===== src/rtl/ram_dp_clr.sv =====
// ram_dp_clr: single-clock dual-port RAM with read-during-write policy, gated output and a sweep-clear engine
module ram_dp_clr #(
    parameter int AW = 8,
    parameter int DW = 8,
    parameter logic [DW-1:0] CLEAR_VAL = '0,
    parameter bit RDW_NEW = 1'b0
) (
    input  logic          clk,
    input  logic          reset,
    input  logic [AW-1:0] ra,
    input  logic [AW-1:0] wa,
    input  logic [DW-1:0] i,
    input  logic          r,
    input  logic          w,
    input  logic          oe,
    input  logic          clr,
    output logic [DW-1:0] o,
    output logic          busy
);
    typedef enum logic {IDLE, CLEAR} state_t;
    state_t st;
    logic [AW-1:0] cnt;
    logic [DW-1:0] d;
    logic [DW-1:0] ram [2**AW];
    logic          we;
    logic [AW-1:0] waddr;
    logic [DW-1:0] wdata;
    assign busy  = st == CLEAR;
    assign we    = !reset && (busy || w);
    assign waddr = busy ? cnt : wa;
    assign wdata = busy ? CLEAR_VAL : i;
    assign o     = oe ? d : '0;
    always_ff @(posedge clk)
        if (we) ram[waddr] <= wdata;
    // Sweep owns the array and d while busy; user strobes only act in IDLE.
    always_ff @(posedge clk) begin
        if (reset) begin
            st  <= CLEAR;
            cnt <= '0;
            d   <= '0;
        end else if (busy) begin
            cnt <= cnt + 1'b1;
            d   <= '0;
            if (cnt == '1) st <= IDLE;
        end else begin
            if (clr) begin
                st  <= CLEAR;
                cnt <= '0;
            end
            if (r) d <= (RDW_NEW && w && ra == wa) ? i : ram[ra];
        end
    end
endmodule

===== config.mk =====
export PLATFORM = sky130hd
export DESIGN_NAME = ram_dp_clr
export DESIGN_NICKNAME = d
export VERILOG_FILES = /design/src/rtl/ram_dp_clr.sv
export SDC_FILE = /design/constraint.sdc
export NUM_CORES = 2
export LEC_CHECK = 0
export BUFFER_PORTS_ARGS = -buffer_cell sky130_fd_sc_hd__buf_2
export CORE_MARGIN = 3
export CORE_UTILIZATION = 35
export DETAILED_ROUTE_END_ITERATION = 12
export SYNTH_ARGS = -nofsm -noshare
export SYNTH_HDL_FRONTEND = slang
export SYNTH_SLANG_ARGS = --single-unit

===== constraint.sdc =====
create_clock -name clk -period 11.6 [get_ports clk]
set_input_delay 0.58 -clock clk [delete_from_list [all_inputs] [get_ports clk]]
set_output_delay 0.58 -clock clk [all_outputs]
set_load 0.01 [all_outputs]

==> flow_summary.toml <==
[run_status]
status = "finished, final reports clean"

[clocking]
clock-root-buffer = "clkbuf_16"
cts_made_buffers = 200
post-cts-setup-buffers = 0
postCtsHoldBufs = 0
clkTransAtPathRegs_ps = 60
cts_buffer_depth = 3
clock-sinks = 2065
clk_latency_ps = 850
ctsHtreeMaxLevel = 4
ctsResizeCount = 0
cts_tree = "built"

[power_and_ir_drop]
peakVddDrop_mv = 0.165
power_leakage_nw = 28.4
power_mw = 15.0
p_per_area_nw_per_um2 = 165

[drt]
viasPerCell = 5.67
wl_per_cell_um = 30.3
drc_errors = 0
wirelength_mm = 219
drtIter0Drc = 5136
first_pass_iters = 5
vias = 41100
detail-route-antenna-nets = 0

[global_routing]
grt_pass1_vias = 40000
grt_max_degree = 205
antenna_found_initial = 13
gr-total-overflow = 0
grt_pass1_wl_mm = 310
grtUsageTotal = 0.183

[synthesis]
synth_area_per_cell_um2 = 20.3
synth_edf_count = 2048
synth_xor_area_frac = 0
ys.flop_type = "edfxtp_1"
synthMuxAreaShare = 0.149
synthAdderAreaFrac = 0.000155
syn_inst = 3969
synth_nets = 4000
yosys_warnings = 0
synthSimpleGateAreaFrac = 0.0331
ys_ff_latch = 2065
synth_compound_area_frac = 0.0326
synth_area_um2 = 80700
ys_types = 64
synth_top_family_by_area = "multiplexers"
yosysSeqAreaShare = 0.766
async_flop_share = 0

[critical_path]
crit_required_ps = 12380
crit_chain = "buf_8, buf_4, buf_4, nand3b_1, o22ai_1, a211oi_1, a211oi_1, nand3_1, nor3_1, a221o_1"
critPathCaptureType = "flop"
path_class = "input pin to flop"
critical_path_arrival_ps = 5310
startpoint = "ra[1]"
crit_path_end = "d[0]"
timing.reg2reg.setup_slack_ps = 7670
cpMaxStageDelayCell = "a211oi_1"
rr_startpoint = "busy"
slowest_delay_ps = 830
r2r_cells = 5
r2r-end = "ram[230][3]"
worstPathMaxFanout = 78
start_kind = "input pin"

[timing]
fmax_mhz = 221
worst-slew-pin-transition_ps = 1320
timing.hold.ws_ps = 70.5
slew_viol_final = 0
finalClockSkew_ps = 52.1
grt_setup_unrepaired = "false"
finalHoldViolCount = 0
fin_crit_ps = 4530
final.setup.tns_ps = 0
max_slew_margin = 0.117
min_period_over_period = 0.390
setup_viol_count_final = 0

[floorplan]
io_pins = 39
die_h_um = 486
start_util = 0.354
core_um2 = 228000
die_area_um2 = 237000
die_w_um = 486
rows = 175

[min_path]
hp-class = "input pin to flop"

[place]
dp.cells = 6880
place_hpwl_mm = 133
portBuffers = 38
gp_congestion = 0.850

[layout]
utilization = 0.396
layout-drive-gt1-share = 0.204
synthToLayoutAreaGrowth_pct = 12.1
nNetsFinal = 4105
final-instance-count-excl-fill = 7247
fillers = 20100

[job]
maxCapViolCount = 0
[metrics by stage]
stage                     setup WS [ps]  instance area [um2]
final                              7070                90500
after global routing               6900                90500
after CTS                          7120                90500
after detailed placement           6230                84200
after global placement             6100                84200
after floorplan                    3190                80700
[flip-flops by register name (all words and copies together), names as in the netlist]
signal,flops
ram,2048
cnt,8
busy,1
d,8
[worst min-delay path by stage]
stage,from,to,cells past startpoint,slack (ps)
2_1_floorplan,d[1],d[1],2,420
3_3_place_gp,cnt[7],cnt[7],2,530
3_5_place_dp,cnt[5],cnt[5],2,550
4_1_cts,reset,cnt[4],2,3
5_1_grt,reset,cnt[6],2,70
6_report,reset,cnt[0],2,70
[synth_stat cells, types with 3 or more instances]
master | count | area (um2)
or4_1 | 3 | 22.5
a22o_1 | 10 | 87.6
a31oi_1 | 7 | 43.8
nor3_1 | 37 | 185
nor2b_1 | 14 | 87.6
or3b_2 | 3 | 26.3
o221ai_1 | 50 | 438
o22a_1 | 4 | 35.0
a211oi_1 | 26 | 195
nand2_1 | 114 | 428
o21ai_0 | 32 | 160
mux2_2 | 3 | 33.8
or2_2 | 4 | 25.0
o21ai_1 | 5 | 25.0
buf_1 | 9 | 33.8
a21oi_1 | 60 | 300
buf_8 | 4 | 60.1
a211o_1 | 5 | 43.8
buf_6 | 44 | 495
nor2_1 | 310 | 1160
mux4_2 | 420 | 9460
nand3b_1 | 8 | 60.1
a2111oi_0 | 26 | 228
o22ai_1 | 86 | 538
mux4_1 | 4 | 105
or3_1 | 4 | 25.0
mux2i_1 | 244 | 2440
a21o_1 | 3 | 22.5
edfxtp_1 | 2048 | 61500
a22oi_1 | 31 | 233
and2_1 | 22 | 138
o211ai_1 | 4 | 30.0
inv_1 | 11 | 41.3
buf_4 | 21 | 158
nand3_1 | 50 | 250
a32o_1 | 8 | 80.1
nand4_1 | 4 | 25.0
nor4_1 | 20 | 125
dfxtp_1 | 17 | 340
buf_2 | 40 | 200
clkbuf_1 | 110 | 413
buf_12 | 7 | 140
nand2b_1 | 9 | 56.3
[layer usage]
metal | GRT usage | vias up | share of wire
met5 | 0 | - | 0.00046
met4 | 0.0543 | 16 | 0.028
met1 | 0.259 | 22100 | 0.41
li1 | - | 16700 | -
met3 | 0.0420 | 345 | 0.090
met2 | 0.282 | 1960 | 0.47
[where the power goes]
group          leakage, nW  switching (mW)  internal (mW)
Clock                 3.07            2.80           3.50
Combinational         6.23           0.365          0.221
Sequential            19.1         0.00291           8.08
[cells in the final DEF, fill, tap and decap left out, drive strengths merged, types with 5 or more instances in the layout]
cell type     n
a21oi        60
nand3        50
a211oi       26
nand2       114
a2111oi      26
a22o         10
clkinv      100
dfxtp        17
a22oi        31
o21ai        37
nor2        310
nand2b        9
nor2b        14
o22ai        86
mux4        424
and2         24
a32o          8
a211o         5
nor3         37
mux2i       244
o221ai       51
buf         137
bufinv       14
edfxtp     2048
nand3b        8
a31oi         7
nor4         20
inv          15
clkbuf      243
[critical path, delay by kind of cell]
| family | cells | cell delay [ps] |
|---|---|---|
| AO/OA/AOI/OAI | 4 | 1370 |
| buffers and inverters | 3 | 1650 |
| AND/OR/NAND/NOR | 3 | 1450 |
[logic make-up after synthesis]
kind of cell / Yosys count
adder cells (fa/ha/maj): 1
flip-flops: 2065
AND/OR/NAND/NOR: 610
AO/OA/AOI/OAI: 375
multiplexers: 671
buffers and inverters: 247
[final cells by class]
cell class / instances / area (um2) / area share
Antenna cell: 3 / 7.51 / 0.0000829
Sequential cell: 2065 / 61800 / 0.683
Clock buffer: 242 / 5180 / 0.0573
Clock inverter: 121 / 1110 / 0.0123
Tap cell: 3009 / 3760 / 0.0416
Timing Repair Buffer: 139 / 1050 / 0.0116
Inverter: 11 / 46.3 / 0.000511
Multi-Input combinational cell: 1657 / 17500 / 0.194
Power figures use the tool's default switching activity.
